$ cat src/rtl/vehicle_pkg.sv
// Shared vehicle definitions: gear codes, reject codes, sequencer state encoding
// and the decoded shift request kind.
package vehicle_pkg;

    localparam logic [3:0] GEAR_P = 4'd3;
    localparam logic [3:0] GEAR_R = 4'd6;
    localparam logic [3:0] GEAR_N = 4'd9;
    localparam logic [3:0] GEAR_D = 4'd12;

    localparam logic [1:0] REJ_BRAKE  = 2'd0;
    localparam logic [1:0] REJ_SPEED  = 2'd1;
    localparam logic [1:0] REJ_BUSY   = 2'd2;
    localparam logic [1:0] REJ_ENGINE = 2'd3;

    localparam logic [0:0] ST_STABLE = 1'b0;
    localparam logic [0:0] ST_SHIFT  = 1'b1;

    typedef enum logic [1:0] {
        REQ_NONE,
        REQ_UP,
        REQ_DOWN,
        REQ_PARK
    } req_kind_t;

    // P and R may only be engaged with the vehicle at a standstill.
    function automatic logic needs_standstill(input logic [3:0] gear);
        return (gear == GEAR_P) || (gear == GEAR_R);
    endfunction

endpackage

$ cat src/rtl/gear_interlock_check.sv
// Combinational interlock: resolves a decoded request against the current gear
// into a target gear and either an accept or the first failing reject code.
module gear_interlock_check
    import vehicle_pkg::*;
(
    input  logic [3:0] gear,
    input  req_kind_t  req,
    input  logic       brake,
    input  logic [7:0] speed,
    input  logic       engine_on,
    input  logic       last_fwd,
    output logic       live,
    output logic       accept,
    output logic [3:0] target,
    output logic [1:0] code
);

    always_comb begin
        live   = 1'b0;
        target = gear;
        case (req)
            REQ_PARK: begin
                target = GEAR_P;
                live   = (gear != GEAR_P);
            end
            REQ_UP: begin
                case (gear)
                    GEAR_P:  target = GEAR_R;
                    GEAR_R:  target = GEAR_N;
                    GEAR_N:  target = GEAR_D;
                    default: target = gear;
                endcase
                live = (gear != GEAR_D);
            end
            REQ_DOWN: begin
                case (gear)
                    GEAR_D:  target = GEAR_N;
                    GEAR_N:  target = GEAR_R;
                    GEAR_R:  target = GEAR_P;
                    default: target = gear;
                endcase
                live = (gear != GEAR_P);
            end
            default: live = 1'b0;
        endcase
    end

    // First failing rule wins; a request past the end of the range is not live.
    always_comb begin
        accept = 1'b0;
        code   = REJ_BRAKE;
        if (live) begin
            if (!engine_on)
                code = REJ_ENGINE;
            else if (gear == GEAR_P && !brake)
                code = REJ_BRAKE;
            else if (needs_standstill(target) && speed != 8'd0)
                code = REJ_SPEED;
            else if (gear == GEAR_N && target == GEAR_D && speed != 8'd0 && !last_fwd)
                code = REJ_SPEED;
            else
                accept = 1'b1;
        end
    end

endmodule

$ cat src/rtl/gear_shift_ctrl.sv
// Gear selector sequencer: interlocked shift requests, timed neutral phase,
// engine-off and fuel-out safe gears, and registered reject reporting.
module gear_shift_ctrl
    import vehicle_pkg::*;
#(
    parameter int SHIFT_TICKS = 4,
    parameter int CNT_W       = 4
) (
    input  logic       clk,
    input  logic       rst,
    input  logic       engine_on,
    input  logic       tick_speed,
    input  logic       req_up,
    input  logic       req_down,
    input  logic       req_park,
    input  logic       brake,
    input  logic [7:0] speed,
    input  logic [7:0] fuel,
    output logic [3:0] current_gear,
    output logic       shift_busy,
    output logic       shift_reject,
    output logic [1:0] reject_code
);

    localparam logic [CNT_W-1:0] TICK_SAT  = CNT_W'(SHIFT_TICKS);
    localparam logic [CNT_W-1:0] TICK_LAST = CNT_W'(SHIFT_TICKS - 1);

    logic [0:0]       state;
    logic [CNT_W-1:0] cnt;
    logic [3:0]       target;
    logic [3:0]       eff_target;
    logic             last_fwd;
    req_kind_t        req;
    logic             req_live;
    logic             req_accept;
    logic [3:0]       req_target;
    logic [1:0]       req_code;

    // Park dominates; simultaneous up and down cancel each other silently.
    always_comb begin
        req = REQ_NONE;
        if (req_park)
            req = REQ_PARK;
        else if (req_up && !req_down)
            req = REQ_UP;
        else if (req_down && !req_up)
            req = REQ_DOWN;
    end

    gear_interlock_check u_check (
        .gear      (current_gear),
        .req       (req),
        .brake     (brake),
        .speed     (speed),
        .engine_on (engine_on),
        .last_fwd  (last_fwd),
        .live      (req_live),
        .accept    (req_accept),
        .target    (req_target),
        .code      (req_code)
    );

    // Running out of fuel mid-shift turns a drive-type target into neutral.
    assign eff_target = (fuel == 8'd0 && (target == GEAR_D || target == GEAR_R))
                        ? GEAR_N : target;

    assign shift_busy = (state == ST_SHIFT);

    always_ff @(posedge clk or posedge rst) begin
        if (rst) begin
            state        <= ST_STABLE;
            cnt          <= '0;
            target       <= GEAR_P;
            last_fwd     <= 1'b0;
            current_gear <= GEAR_P;
            shift_reject <= 1'b0;
            reject_code  <= REJ_BRAKE;
        end else begin
            shift_reject <= 1'b0;

            if (current_gear == GEAR_D)
                last_fwd <= 1'b1;
            else if (current_gear == GEAR_R)
                last_fwd <= 1'b0;

            if (!engine_on) begin
                state        <= ST_STABLE;
                cnt          <= '0;
                current_gear <= GEAR_P;
                if (state == ST_STABLE && req_live) begin
                    shift_reject <= 1'b1;
                    reject_code  <= REJ_ENGINE;
                end
            end else if (state == ST_STABLE) begin
                if (fuel == 8'd0 && (current_gear == GEAR_D || current_gear == GEAR_R)) begin
                    current_gear <= GEAR_N;
                end else if (req_live) begin
                    if (req_accept) begin
                        state        <= ST_SHIFT;
                        current_gear <= GEAR_N;
                        target       <= req_target;
                        cnt          <= '0;
                    end else begin
                        shift_reject <= 1'b1;
                        reject_code  <= req_code;
                    end
                end
            end else begin
                target <= eff_target;
                if (req != REQ_NONE) begin
                    shift_reject <= 1'b1;
                    reject_code  <= REJ_BUSY;
                end
                if (tick_speed && cnt != TICK_SAT)
                    cnt <= cnt + CNT_W'(1);
                // A vehicle still rolling at completion cannot engage P or R.
                if (tick_speed && cnt == TICK_LAST) begin
                    state <= ST_STABLE;
                    if (needs_standstill(eff_target) && speed != 8'd0) begin
                        current_gear <= GEAR_N;
                        shift_reject <= 1'b1;
                        reject_code  <= REJ_SPEED;
                    end else begin
                        current_gear <= eff_target;
                    end
                end
            end
        end
    end

endmodule

$ cat config.mk
export PLATFORM = sky130hd
export DESIGN_NAME = gear_shift_ctrl
export DESIGN_NICKNAME = d
export VERILOG_FILES = /design/src/rtl/vehicle_pkg.sv /design/src/rtl/gear_interlock_check.sv /design/src/rtl/gear_shift_ctrl.sv
export SDC_FILE = /design/constraint.sdc
export NUM_CORES = 1
export LEC_CHECK = 0
export BUFFER_PORTS_ARGS = -buffer_cell sky130_fd_sc_hd__buf_2
export CAP_MARGIN = 30
export CORE_MARGIN = 2
export CORE_UTILIZATION = 58
export DETAILED_ROUTE_END_ITERATION = 8
export HOLD_SLACK_MARGIN = 0.15
export PLACE_DENSITY = 0.91
export SYNTH_ARGS = -nofsm -noshare
export SYNTH_HDL_FRONTEND = slang
export SYNTH_SLANG_ARGS = --single-unit
export TNS_END_PERCENT = 1
$ cat constraint.sdc
create_clock -name clk -period 5.1 [get_ports clk]
set_input_delay 0.765 -clock clk [delete_from_list [all_inputs] [get_ports clk]]
set_output_delay 0.765 -clock clk [all_outputs]
set_load 0.02 [all_outputs]
## Word-level counts from Yosys, hierarchy flattened

Index checks and enable logic that the tools add are counted.

| operators by class | value |
|---|---|
| add/sub/neg operators | 1 |
| eq/ne operators | 27 |
| muxes and demuxes | 59 |
| bitwise gates (word level) | 1 |
| reductions and logical operators | 33 |

Operators with widths:

| cell | number |
|---|---|
| 2-to-1 mux 4 bit | 18 |
| case mux 4 bit (3 select lines) | 3 |
| 2-to-1 mux 2 bit | 14 |
| 2-to-1 mux 1 bit | 23 |
| == test 4 x 2 -> 1 bit, second input constant | 4 |
| == test 4 x 3 -> 1 bit, second input constant | 4 |
| == test 4 bit, second input constant | 4 |
| logical AND 1 bit | 13 |
| AND reduction 4 bit | 3 |
| nonzero test 2 bit | 5 |
| logical NOT 8 bit | 1 |
| != test 4 x 1 -> 1 bit, second input constant | 2 |
| nonzero test 8 bit | 1 |
| != test 3 x 1 -> 1 bit, second input constant | 2 |
| != test 3 x 2 -> 1 bit, second input constant | 2 |
| != test 3 bit, second input constant | 2 |
| adder 4 x 1 -> 4 bit, second input constant | 1 |
| == test 2 bit, second input constant | 2 |
| logical NOT 1 bit | 4 |
| logical OR 1 bit | 4 |
| != test 4 x 2 -> 1 bit, second input constant | 1 |
| != test 4 x 3 -> 1 bit, second input constant | 1 |
| != test 4 bit, second input constant | 1 |
| AND reduction 3 bit | 1 |
| 5 further kinds | 5 |

| word-level totals | value |
|---|---|
| register bits | 17 |
| word-level logic and storage cells | 128 |

## Longest topological paths before layout

Gate-level depths: netlist of run 1.

| logic depth | value |
|---|---|
| word-level depth | 21 |
| depth in mapped cells | 9 |
| depth with buffers taken out | 8 |

## By module

From an unflattened synthesis of run 1, not the netlist that was laid out.

| unflattened totals | value |
|---|---|
| cells, all modules | 163 |
| area, all modules | 1441.4 sq um |

By module, submodules not included:

| module | times used | cells each | area each (sq um) | sequential area each (sq um) |
|---|---|---|---|---|
| gear_shift_ctrl | 1 | 118 | 1131.1 | 430.4 |
| gear_interlock_check | 1 | 45 | 310.3 | 0.0 |

## Least setup slack after synthesis of run 1

Ideal clock, no wire load.

| path | value |
|---|---|
| path type | input-to-reg |
| start | in req_park |
| end | reg reject_code[0] |
| setup time | 122 ps |
| arrival | 2572 ps |
| required time | 4978 ps |
| slack | 2407 ps |
| cell stages on the path | 8 |
| buffers on the path | 1 |
| path through | clkbuf_1 > or4_1 > nand4_2 > o221ai_2 > or2_1 > a21oi_4 > a21bo_1 > a32o_1 |

| between the ends | value |
|---|---|
| longest elaborated chain between the ends | 15 |
| elaborated cells between the ends (all ways) | 37 |
| classes of those cells | 8 x eq/ne; 19 x mux; 10 x reduce/logical |

RTL lines:

| what | RTL line | source |
|---|---|---|
| start: declaration | gear_shift_ctrl.sv:15 | `input logic req_park,` |
| 2-to-1 mux 2 bit * | gear_shift_ctrl.sv:42 | `if (req_park)` |
| == test 2 bit / == test 2 x 1 -> 1 bit (equally long branches) | gear_interlock_check.sv:21 | `case (req)` |
| case mux 4 bit (3 select lines) | gear_interlock_check.sv:21 |  |
| == test 4 bit | gear_interlock_check.sv:59 | `else if (gear == GEAR_N && target == GEAR_D && speed != 8'd0 && !last_fwd)` |
| logical AND 1 bit (3 in a row) | gear_interlock_check.sv:59 |  |
| 2-to-1 mux 1 bit | gear_interlock_check.sv:59 |  |
| 2-to-1 mux 2 bit | gear_interlock_check.sv:57 | `else if (needs_standstill(target) && speed != 8'd0)` |
| 2-to-1 mux 2 bit | gear_interlock_check.sv:55 | `else if (gear == GEAR_P && !brake)` |
| 2-to-1 mux 2 bit | gear_shift_ctrl.sv:98 | `if (req_accept) begin` |
| 2-to-1 mux 2 bit | gear_shift_ctrl.sv:97 | `end else if (req_live) begin` |
| 2-to-1 mux 2 bit | gear_shift_ctrl.sv:95 | `if (fuel == 8'd0 && (current_gear == GEAR_D \|\| current_gear == GEAR_R)) begin` |
| 2-to-1 mux 2 bit | gear_shift_ctrl.sv:94 | `end else if (state == ST_STABLE) begin` |
| 2-to-1 mux 2 bit | gear_shift_ctrl.sv:86 | `if (!engine_on) begin` |
| end signal: assignment | gear_shift_ctrl.sv:105 | `reject_code <= req_code;` |
| end: declaration | gear_shift_ctrl.sv:22 | `output logic [1:0] reject_code` |

Mark *: on every way between the ends. The rest lies on a longest branch, timed or not. The select of a mux whose other input is x is not followed.
A chain may end at the register's enable or synchronous reset.

## Worst setup path in the final report of run 1

| path | value |
|---|---|
| start | reg current_gear[3] |
| end | reg reject_code[0] |

| between the ends | value |
|---|---|
| longest elaborated chain between the ends | 15 |
| elaborated cells between the ends (all ways) | 40 |
| classes of those cells | 12 x eq/ne; 17 x mux; 11 x reduce/logical |

RTL lines:

| what | RTL line | source |
|---|---|---|
| start: declaration | gear_shift_ctrl.sv:19 | `output logic [3:0] current_gear,` |
| start signal: assignment | gear_shift_ctrl.sv:124 | `current_gear <= eff_target;` |
| == test 4 x 3 -> 1 bit, or another cell as far along | gear_interlock_check.sv:27, gear_interlock_check.sv:36, gear_shift_ctrl.sv:95 |  |
| case mux 4 bit (3 select lines), on equally long branches | gear_interlock_check.sv:36, gear_interlock_check.sv:27 |  |
| case mux 4 bit (3 select lines) | gear_interlock_check.sv:21 |  |
| == test 4 bit | gear_interlock_check.sv:59 |  |
| logical AND 1 bit (3 in a row) | gear_interlock_check.sv:59 |  |
| 2-to-1 mux 1 bit | gear_interlock_check.sv:59 |  |
| 2-to-1 mux 2 bit | gear_interlock_check.sv:57 |  |
| 2-to-1 mux 2 bit | gear_interlock_check.sv:55 |  |
| 2-to-1 mux 2 bit | gear_shift_ctrl.sv:98 |  |
| 2-to-1 mux 2 bit | gear_shift_ctrl.sv:97 |  |
| 2-to-1 mux 2 bit | gear_shift_ctrl.sv:95 |  |
| 2-to-1 mux 2 bit | gear_shift_ctrl.sv:94 |  |
| 2-to-1 mux 2 bit | gear_shift_ctrl.sv:86 |  |

Several ways; a longest one is shown, not always the timed one. The select of a mux whose other input is x is not followed.

==> results of run 1 <==
[worst min-delay path by stage]
stage                                     from                          to
floorplan                target[0]$_DFFE_PP1P_       target[0]$_DFFE_PP1P_
global placement    reject_code[0]$_DFFE_PP0P_  reject_code[0]$_DFFE_PP0P_
detailed placement  reject_code[0]$_DFFE_PP0P_  reject_code[0]$_DFFE_PP0P_
CTS                 reject_code[0]$_DFFE_PP0P_  reject_code[0]$_DFFE_PP0P_
global route        reject_code[0]$_DFFE_PP0P_  reject_code[0]$_DFFE_PP0P_
finish              reject_code[0]$_DFFE_PP0P_  reject_code[0]$_DFFE_PP0P_
[power breakdown]
group / total, W / internal, W / switching, W
clock: 0.0000728 / 0.0000292 / 0.0000435
combinational: 0.000111 / 0.0000484 / 0.0000628
sequential: 0.000176 / 0.000158 / 0.0000186
total: 0.000360 / 0.000235 / 0.000125
[logic make-up after synthesis]
group | synth area share
simple gates | 0.310
compound gates | 0.267
buf+inv | 0.0624
flops | 0.307
xor+xnor | 0.0357
fa+ha+maj | 0.0178
[sequential cells by signal, summed over array words and instances, names as in the netlist]
name	cells
last_fwd	1
target	4
shift_reject	1
reject_code	2
current_gear	4
shift_busy	1
cnt	4
[placed cells by master (no fill, tap or decap), types with 4 or more instances in the layout]
| cell type | instances |
|---|---|
| nand3_1 | 8 |
| o21ai_0 | 13 |
| inv_1 | 11 |
| dfstp_2 | 4 |
| nor3_1 | 6 |
| nand2b_1 | 4 |
| a21oi_1 | 11 |
| dfrtp_1 | 13 |
| nor2_1 | 10 |
| nand2_1 | 18 |
| nor4_1 | 4 |
| buf_2 | 31 |
[per-stage QoR]
| step | hold slack (ns) | instance area, µm² | utilization | setup slack (ns) | total power [W] |
|---|---|---|---|---|---|
| after CTS | 0.514 | 1580 | 0.699 | 2.50 | 0.000359 |
| final | 0.507 | 1580 | 0.699 | 2.49 | 0.000360 |
| after floorplan | 0.472 | 1400 | - | 2.41 | 0.000254 |
| after detailed placement | 0.489 | 1550 | 0.686 | 2.21 | 0.000289 |
| after global routing | 0.530 | 1580 | 0.699 | 2.28 | 0.000376 |
| after global placement | 0.482 | 1550 | 0.686 | 2.27 | 0.000281 |
[final cells by class]
class,count,area [µm²]
Clock buffer,3,22.5
Clock inverter,1,5.00
Fill cell,183,679
Inverter,11,41.3
Multi-Input combinational cell,132,886
Sequential cell,17,430
Tap cell,28,35.0
Timing Repair Buffer,31,155
[worst register-to-register path, cell delays in order, from the launching register on]
cell      delay, ns
dfrtp_1        0.60
or2b_1         0.29
or4_1          0.42
nand4_2        0.18
o221ai_2       0.15
or2_1          0.29
a21oi_4        0.18
a21bo_1        0.22
a32o_1         0.19
[routing by layer]
layer / wire length, µm / vias to the layer above / share of wire / GRT usage
li1: - / 673 / - / -
met1: 1410 / 643 / 0.42 / 0.335
met2: 1580 / 77 / 0.48 / 0.465
met3: 278 / 9 / 0.084 / 0.0169
met4: 57 / 0 / 0.017 / 0.107
met5: 0 / - / 0 / 0
==> results.json, run 1 <==
{
  "outcome": "completed",
  "hold_class": "flop to flop",
  "worst_path_max_delay_cell": "dfrtp_1",
  "die_w_um": 53.2,
  "r2r-end": "reject_code[0]$_DFFE_PP0P_",
  "wl_per_cell_um": 14.9,
  "clk_latency_ns": 0.29,
  "die_area_um2": 2830,
  "row_count": 17,
  "gp_congestion": 0.992,
  "leakage_nw": 0.693,
  "slew_headroom": 0.574,
  "crit_chain": "or2b_1 -> or4_1 -> nand4_2 -> o221ai_2 -> or2_1 -> a21oi_4 -> a21bo_1 -> a32o_1",
  "netlist.area_leader.share": 0.232,
  "cp-start-kind": "flop",
  "syn_area_um2": 1400,
  "reg2reg_from": "current_gear[3]$_DFFE_PP0P_",
  "drive_gt1_frac": 0.267,
  "yosysSeqAreaShare": 0.307,
  "root_buffer": "clkbuf_4",
  "grt_setup_unrepaired": "false",
  "first_pass_iters": 4,
  "cts_setup_buffers": 0,
  "async_reset_ff_frac": 1.00,
  "crit_end": "reject_code[0]$_DFFE_PP0P_",
  "synth_flop_cell": "dfrtp_1",
  "critical-path-top-delay-family": "simple AND/OR/NAND/NOR gates",
  "cts.sink_count": 17,
  "grt_pass1_vias": 1288,
  "synthTopCellsByArea": "dfrtp_1, dfstp_2, nand2_1, o21ai_0, a21oi_1",
  "min_period_ns": 2.61,
  "grt_max_degree": 18,
  "antenna_found_initial": 0,
  "critPathBufInv": 0,
  "yosysMostFrequentCell": "nand2_1",
  "max_freq_mhz": 382,
  "dp.cells": 219,
  "synthCells": 167,
  "rrSetupSlack_ns": 2.49,
  "cp_max_fo": 13,
  "vias": 1402,
  "synth_edf_count": 0,
  "drc": 0,
  "synth.distinct_cells": 56,
  "grt_use_total": 0.264,
  "max_stage_delay_ns": 0.60,
  "synth_largest_area_cell": "dfrtp_1",
  "ioPinCount": 32,
  "crit_start": "current_gear[3]$_DFFE_PP0P_",
  "maxSlewViolCount": 0,
  "yosys_warnings": 0,
  "cts_made_buffers": 3,
  "finClkSkew_ns": 0.00556,
  "dp_hpwl_mm": 2.51,
  "fin_crit_sh": 0.513,
  "whs_path_depth": 1,
  "syn_nets": 193,
  "core_area_um2": 2250,
  "cap_viol_max_count": 0,
  "ir_drop_v": 0.000247,
  "via_per_inst": 6.29,
  "finalNetCount": 222,
  "synthTopCellsByCount": "nand2_1, dfrtp_1, o21ai_0",
  "timing.setup.tns_ns": 0,
  "ys_ff_latch": 17,
  "crit_arrival_ns": 2.81,
  "ant_nets": 0,
  "syn2layout_area_growth_pct": 12.2,
  "cts.path.max_buffers": 2,
  "routed_wl_mm": 3.32,
  "hold_viol_final": 0,
  "avgSynthCellArea_um2": 8.41,
  "required_ns": 5.30,
  "io_buffers": 31,
  "grt_pass1_wl_mm": 5.49,
  "cp-end-kind": "flop",
  "start_util": 0.623,
  "die_y_um": 53.2,
  "path_clk_slew_ns": 0.10,
  "worst-setup-path-type": "flop to flop",
  "cts-resized-gates": 0,
  "r2r_cells": 8,
  "pwr_density_cell_nw_per_um2": 229,
  "crit_cells": 8,
  "worstMarginPinSlew_ns": 0.638,
  "setup_violations": 0,
  "h-tree-depth": 1,
  "drt_iter0_drc": 47,
  "cts_tree": "done",
  "fin_cells": 223,
  "antenna_cells": 0,
  "cts_hold_buffers": 0,
  "grt-ovfl-total": 0
}
(Power assumes the default switching activity.)
==> run 2: changes to the inputs <==
- CORE_UTILIZATION: 58 -> 48
- PLACE_DENSITY: 0.91 -> 0.81
- clock period: 5.1 -> 2.2 ns (I/O delays scaled with it)
==> run 2 against run 1 <==
Against the previous run:
- the run now ends with setup timing left
- combinational power increased to 2.9 times the previous value
- sequential power grew 130%
- register-to-register slack worse by 2.7 ns
- clock power rose by 140%
- via count up 9.0%
- global-route usage is 1.4 points lower
- largest cell class unchanged
- final cell count rose by 16%
- final area increased by 22%
- critical path depth is the same
- core utilization shrank 0.31 points
- hold slack lost 0.18 ns
- power is 150% higher
- largest power group unchanged
==> results.json, run 2 (synthesis results as in run 1) <==
{
  "grt_use_total": 0.250,
  "root_buffer": "clkbuf_4",
  "io_buffers": 31,
  "reg.largest.list": "cnt x4, current_gear x4, target x4",
  "hold_viol_final": 0,
  "grt_pass1_vias": 1477,
  "finalPower_w": 0.000899,
  "grt-ovfl-total": 0,
  "worst-setup-path-type": "flop to flop",
  "finalNetCount": 254,
  "max_freq_mhz": 414,
  "reg2reg_from": "current_gear[1]$_DFFE_PP1P_",
  "dp.cells": 248,
  "hold-worst-slack_ns": 0.328,
  "core_area_um2": 2760,
  "syn2layout_area_growth_pct": 36.6,
  "fin_crit_sh": 1.10,
  "cp-end-kind": "flop",
  "worstMarginPinSlew_ns": 0.673,
  "drc": 0,
  "die_w_um": 58.1,
  "cts.sink_count": 17,
  "via_per_inst": 5.92,
  "die_y_um": 58.1,
  "finClkSkew_ns": 0.00666,
  "hold_class": "input port to flop",
  "h-tree-depth": 1,
  "die_area_um2": 3370,
  "swShare": 0.348,
  "setup_ws_ns": -0.213,
  "ant_nets": 0,
  "crit_start": "current_gear[1]$_DFFE_PP1P_",
  "cts_made_buffers": 3,
  "gp_congestion": 0.900,
  "wl_per_cell_um": 16.0,
  "critical-path-top-delay-family": "simple AND/OR/NAND/NOR gates",
  "max_stage_delay_ns": 0.66,
  "min_period_ns": 2.41,
  "required_ns": 2.45,
  "cp-start-kind": "flop",
  "stdcell_area_um2": 1920,
  "slew_headroom": 0.551,
  "cp_max_fo": 5,
  "drt_iter0_drc": 115,
  "worst_path_max_delay_cell": "dfstp_2",
  "pwr_density_cell_nw_per_um2": 469,
  "violations": "setup timing",
  "row_count": 19,
  "pwr-share-comb": 0.356,
  "power.share.clock": 0.195,
  "critPathBufInv": 0,
  "cts_tree": "done",
  "grt_max_degree": 18,
  "routed_wl_mm": 4.14,
  "clk_latency_ns": 0.30,
  "p_seq_frac": 0.449,
  "p_int_w": 0.000586,
  "cap_viol_max_count": 0,
  "grt_pass1_wl_mm": 6.49,
  "crit_chain": "xnor2_4 -> o311ai_4 -> nand4_4 -> xnor2_2 -> o211a_4 -> a21oi_2 -> or4_1 -> nand3_1",
  "antenna_found_initial": 0,
  "outcome": "finished, violations left",
  "placed_area_um2": 1760,
  "cts.path.max_buffers": 2,
  "first_pass_iters": 5,
  "leakage_nw": 0.865,
  "start_util": 0.509,
  "setup_violations": 15,
  "ir_drop_v": 0.000461,
  "final_cell_mix": "buf_2, buf_4, nand2_1",
  "grt_setup_unrepaired": "true",
  "antenna_cells": 0,
  "p_sw_w": 0.000313,
  "vias": 1528,
  "crit_arrival_ns": 2.66,
  "min_from": "tick_speed",
  "dp_hpwl_mm": 3.05,
  "path_clk_slew_ns": 0.10,
  "fin_cells": 258,
  "maxSlewViolCount": 0,
  "drive_gt1_frac": 0.410,
  "ioPinCount": 32
}
## run 2: changes by cell type in the layout (fill, tap and decap cells not counted), moves of 2 or more
cell | previous run | this run
buf_4 | 0 | 31
o221ai_4 | 0 | 2
o21ai_0 | 13 | 8
o221ai_2 | 2 | 0
o21ai_2 | 0 | 2
o21ai_1 | 1 | 4
## run 2: timing repair
action	CTS	global route
setup buffers	2	3
endpoints found under the setup margin	14	15
pin swaps	2	10
hold endpoints to repair	12	0
gates resized for setup	0	17
gates cloned	0	0
hold buffers	1	0
## run 2: path summary, 6_finish.rpt
| path | to | slack (ns) | depth (start not counted) |
|---|---|---|---|
| max reg2reg | cnt[3]$_DFFE_PP0P_ | -0.21 | 8 |
| min in group asynchronous | cnt[3]$_DFFE_PP0P_ | 0.65 | 3 |
| max | cnt[3]$_DFFE_PP0P_ | -0.21 | 8 |
| min reg2reg | reject_code[0]$_DFFE_PP0P_ | 0.51 | 1 |
| max in group asynchronous | current_gear[3]$_DFFE_PP0P_ | 1.07 | 3 |
| min | cnt[0]$_DFFE_PP0P_ | 0.33 | 3 |
## run 2: layer usage
layer,wire length [µm],GRT usage
met5,0,0
met4,117,0.106
met3,158,0.0357
met2,2240,0.469
met1,1620,0.279
## run 2: area by class of cell
class                           instances  area, µm²
Multi-Input combinational cell        132        982
Fill cell                             219        840
Sequential cell                        17        432
Timing Repair Buffer                   63        398
Inverter                               11       41.3
Tap cell                               31       38.8
Clock buffer                            4       26.3
## run 2: worst register-to-register path: cells and delay by family (launching register included)
family | cells | cell delay (ns)
simple gates | 3 | 0.77
xor+xnor | 2 | 0.39
flops | 1 | 0.66
compound gates | 3 | 0.55
## run 2: power groups by stage
stage	Clock (W)	Combinational, W	Sequential [W]
6_report	0.000175	0.000320	0.000404
5_1_grt	0.000192	0.000351	0.000409
4_1_cts	0.000178	0.000301	0.000401
3_5_place_dp	0	0.000294	0.000408
3_3_place_gp	0	0.000281	0.000404
2_1_floorplan	0	0.000164	0.000427
## run 2: per-stage QoR
stage / utilization / setup slack (ns) / setup TNS [ns]
CTS: 0.658 / -0.167 / -1.37
detailed placement: 0.639 / -0.216 / -1.63
floorplan: - / -0.196 / -0.710
global placement: 0.639 / -0.152 / -1.03
finish: 0.696 / -0.213 / -1.70
global route: 0.696 / -0.299 / -2.97
==> run 3: changes to the inputs <==
- CAP_MARGIN: 30 -> 5
- SKIP_LAST_GASP: not set -> 1
- TNS_END_PERCENT: 1 -> 5
==> run 3 against run 2 <==
Against the previous run:
- the run still ends with setup timing left
- combinational power hardly changed
- register-to-register slack about the same
- clock skew is 0.0015 ns higher
- via count down 0.46%
- die area did not move
- routed wire length grew 0.77%
- clock-buffer cell count stayed put
- fmax shrank 0.12%
- final area fell by 0.52%
- largest power group unchanged
==> results.json, run 3 (synthesis results as in run 1) <==
{
  "stdcell_area_um2": 1910,
  "fin_crit_sh": 1.10,
  "dp_hpwl_mm": 3.05,
  "antenna_found_initial": 0,
  "ioPinCount": 32,
  "grt_pass1_vias": 1477,
  "h-tree-depth": 1,
  "cts_tree": "done",
  "drive_gt1_frac": 0.401,
  "hold_viol_final": 0,
  "crit_arrival_ns": 2.67,
  "grt_pass1_wl_mm": 6.49,
  "wl_per_cell_um": 16.2,
  "final_cell_mix": "buf_2, buf_4, nand2_1",
  "finalNetCount": 254,
  "antenna_cells": 0,
  "violations": "setup timing",
  "grt_max_degree": 18,
  "min_period_ns": 2.42,
  "max_freq_mhz": 414,
  "required_ns": 2.45,
  "syn2layout_area_growth_pct": 35.9,
  "ant_nets": 0,
  "setup_ws_ns": -0.216,
  "final_util": 0.692,
  "die_y_um": 58.1,
  "worst-setup-path-type": "flop to flop",
  "cp-start-kind": "flop",
  "r2r_cells": 9,
  "hold-worst-slack_ns": 0.328,
  "gp_congestion": 0.900,
  "grt-ovfl-total": 0,
  "io_buffers": 31,
  "vias": 1521,
  "drt_iter0_drc": 62,
  "core_area_um2": 2760,
  "cts.path.max_buffers": 2,
  "leakage_nw": 0.862,
  "cap_viol_max_count": 0,
  "via_per_inst": 5.90,
  "slew_headroom": 0.553,
  "clk_latency_ns": 0.30,
  "cp_max_fo": 9,
  "path_clk_slew_ns": 0.10,
  "die_w_um": 58.1,
  "hold_class": "input port to flop",
  "root_buffer": "clkbuf_4",
  "finClkSkew_ns": 0.00819,
  "first_pass_iters": 4,
  "row_count": 19,
  "setup_violations": 15,
  "drc": 0,
  "ir_drop_v": 0.000462,
  "reg.largest.list": "cnt x4, current_gear x4, target x4",
  "maxSlewViolCount": 0,
  "start_util": 0.509,
  "placed_area_um2": 1760,
  "die_area_um2": 3370,
  "outcome": "finished, violations left",
  "grt_use_total": 0.250,
  "rrSetupSlack_ns": -0.22,
  "cts.sink_count": 17,
  "grt_setup_unrepaired": "true",
  "worstMarginPinSlew_ns": 0.670,
  "pwr_density_cell_nw_per_um2": 471,
  "cts_made_buffers": 3,
  "whs_path_depth": 3,
  "routed_wl_mm": 4.17,
  "cp-end-kind": "flop"
}
-- run 3: changes by cell type in the layout (fill, tap and decap cells not counted) --
cell | before | now
o21ai_1 | 4 | 1
a31oi_1 | 0 | 1
a21oi_1 | 10 | 11
a31oi_2 | 1 | 0
o21ai_0 | 8 | 11
a21oi_2 | 2 | 1
-- run 3: layout make-up --
type                            instances  area [µm²]
Inverter                               11        41.3
Fill cell                             219         850
Multi-Input combinational cell        132         972
Sequential cell                        17         432
Clock buffer                            4        26.3
Tap cell                               31        38.8
Timing Repair Buffer                   63         398
-- run 3: worst paths after layout --
check,from,endpoint
max,current_gear[1]$_DFFE_PP1P_,cnt[3]$_DFFE_PP0P_
max in group asynchronous,rst,current_gear[3]$_DFFE_PP0P_
min,tick_speed,cnt[0]$_DFFE_PP0P_
min in group asynchronous,rst,cnt[3]$_DFFE_PP0P_
max reg2reg,current_gear[1]$_DFFE_PP1P_,cnt[3]$_DFFE_PP0P_
min reg2reg,reject_code[0]$_DFFE_PP0P_,reject_code[0]$_DFFE_PP0P_
-- run 3: repair_timing --
| item | 4_1_cts | 5_1_grt |
|---|---|---|
| setup buffers | 2 | 3 |
| setup endpoints to repair | 14 | 15 |
| endpoints found under the hold margin | 12 | 0 |
| pin swaps | 1 | 5 |
| gates resized for setup | 0 | 12 |
| hold buffers | 1 | 0 |
-- run 3: through the flow --
step                total power, W  setup WS, ns  instances  TNS (ns)
floorplan                 0.000592        -0.196        167    -0.710
detailed placement        0.000703        -0.216        248     -1.63
finish                    0.000899        -0.216        258     -1.94
global route              0.000951        -0.318        258     -3.52
global placement          0.000685        -0.152        248     -1.03
CTS                       0.000881        -0.173        255     -1.38
-- run 3: power breakdown --
part / switching, W / internal [W]
combinational: 0.000171 / 0.000149
clock: 0.000104 / 0.0000709
sequential: 0.0000380 / 0.000366
total: 0.000313 / 0.000586
-- run 3: critical path: stages (launching register included) --
cell       delay, ns
dfstp_2         0.44
buf_4           0.18
nand4bb_1       0.20
a31oi_1         0.29
o221ai_4        0.19
xnor2_2         0.23
o211a_4         0.21
a21oi_2         0.06
or4_1           0.50
nand3_1         0.09
-- run 3: metal layers --
layer	up-vias	track usage	share of wire
met5	-	0	0
met4	0	0.106	0.033
met3	19	0.0357	0.033
met2	50	0.469	0.54
met1	716	0.279	0.40
li1	736	-	-
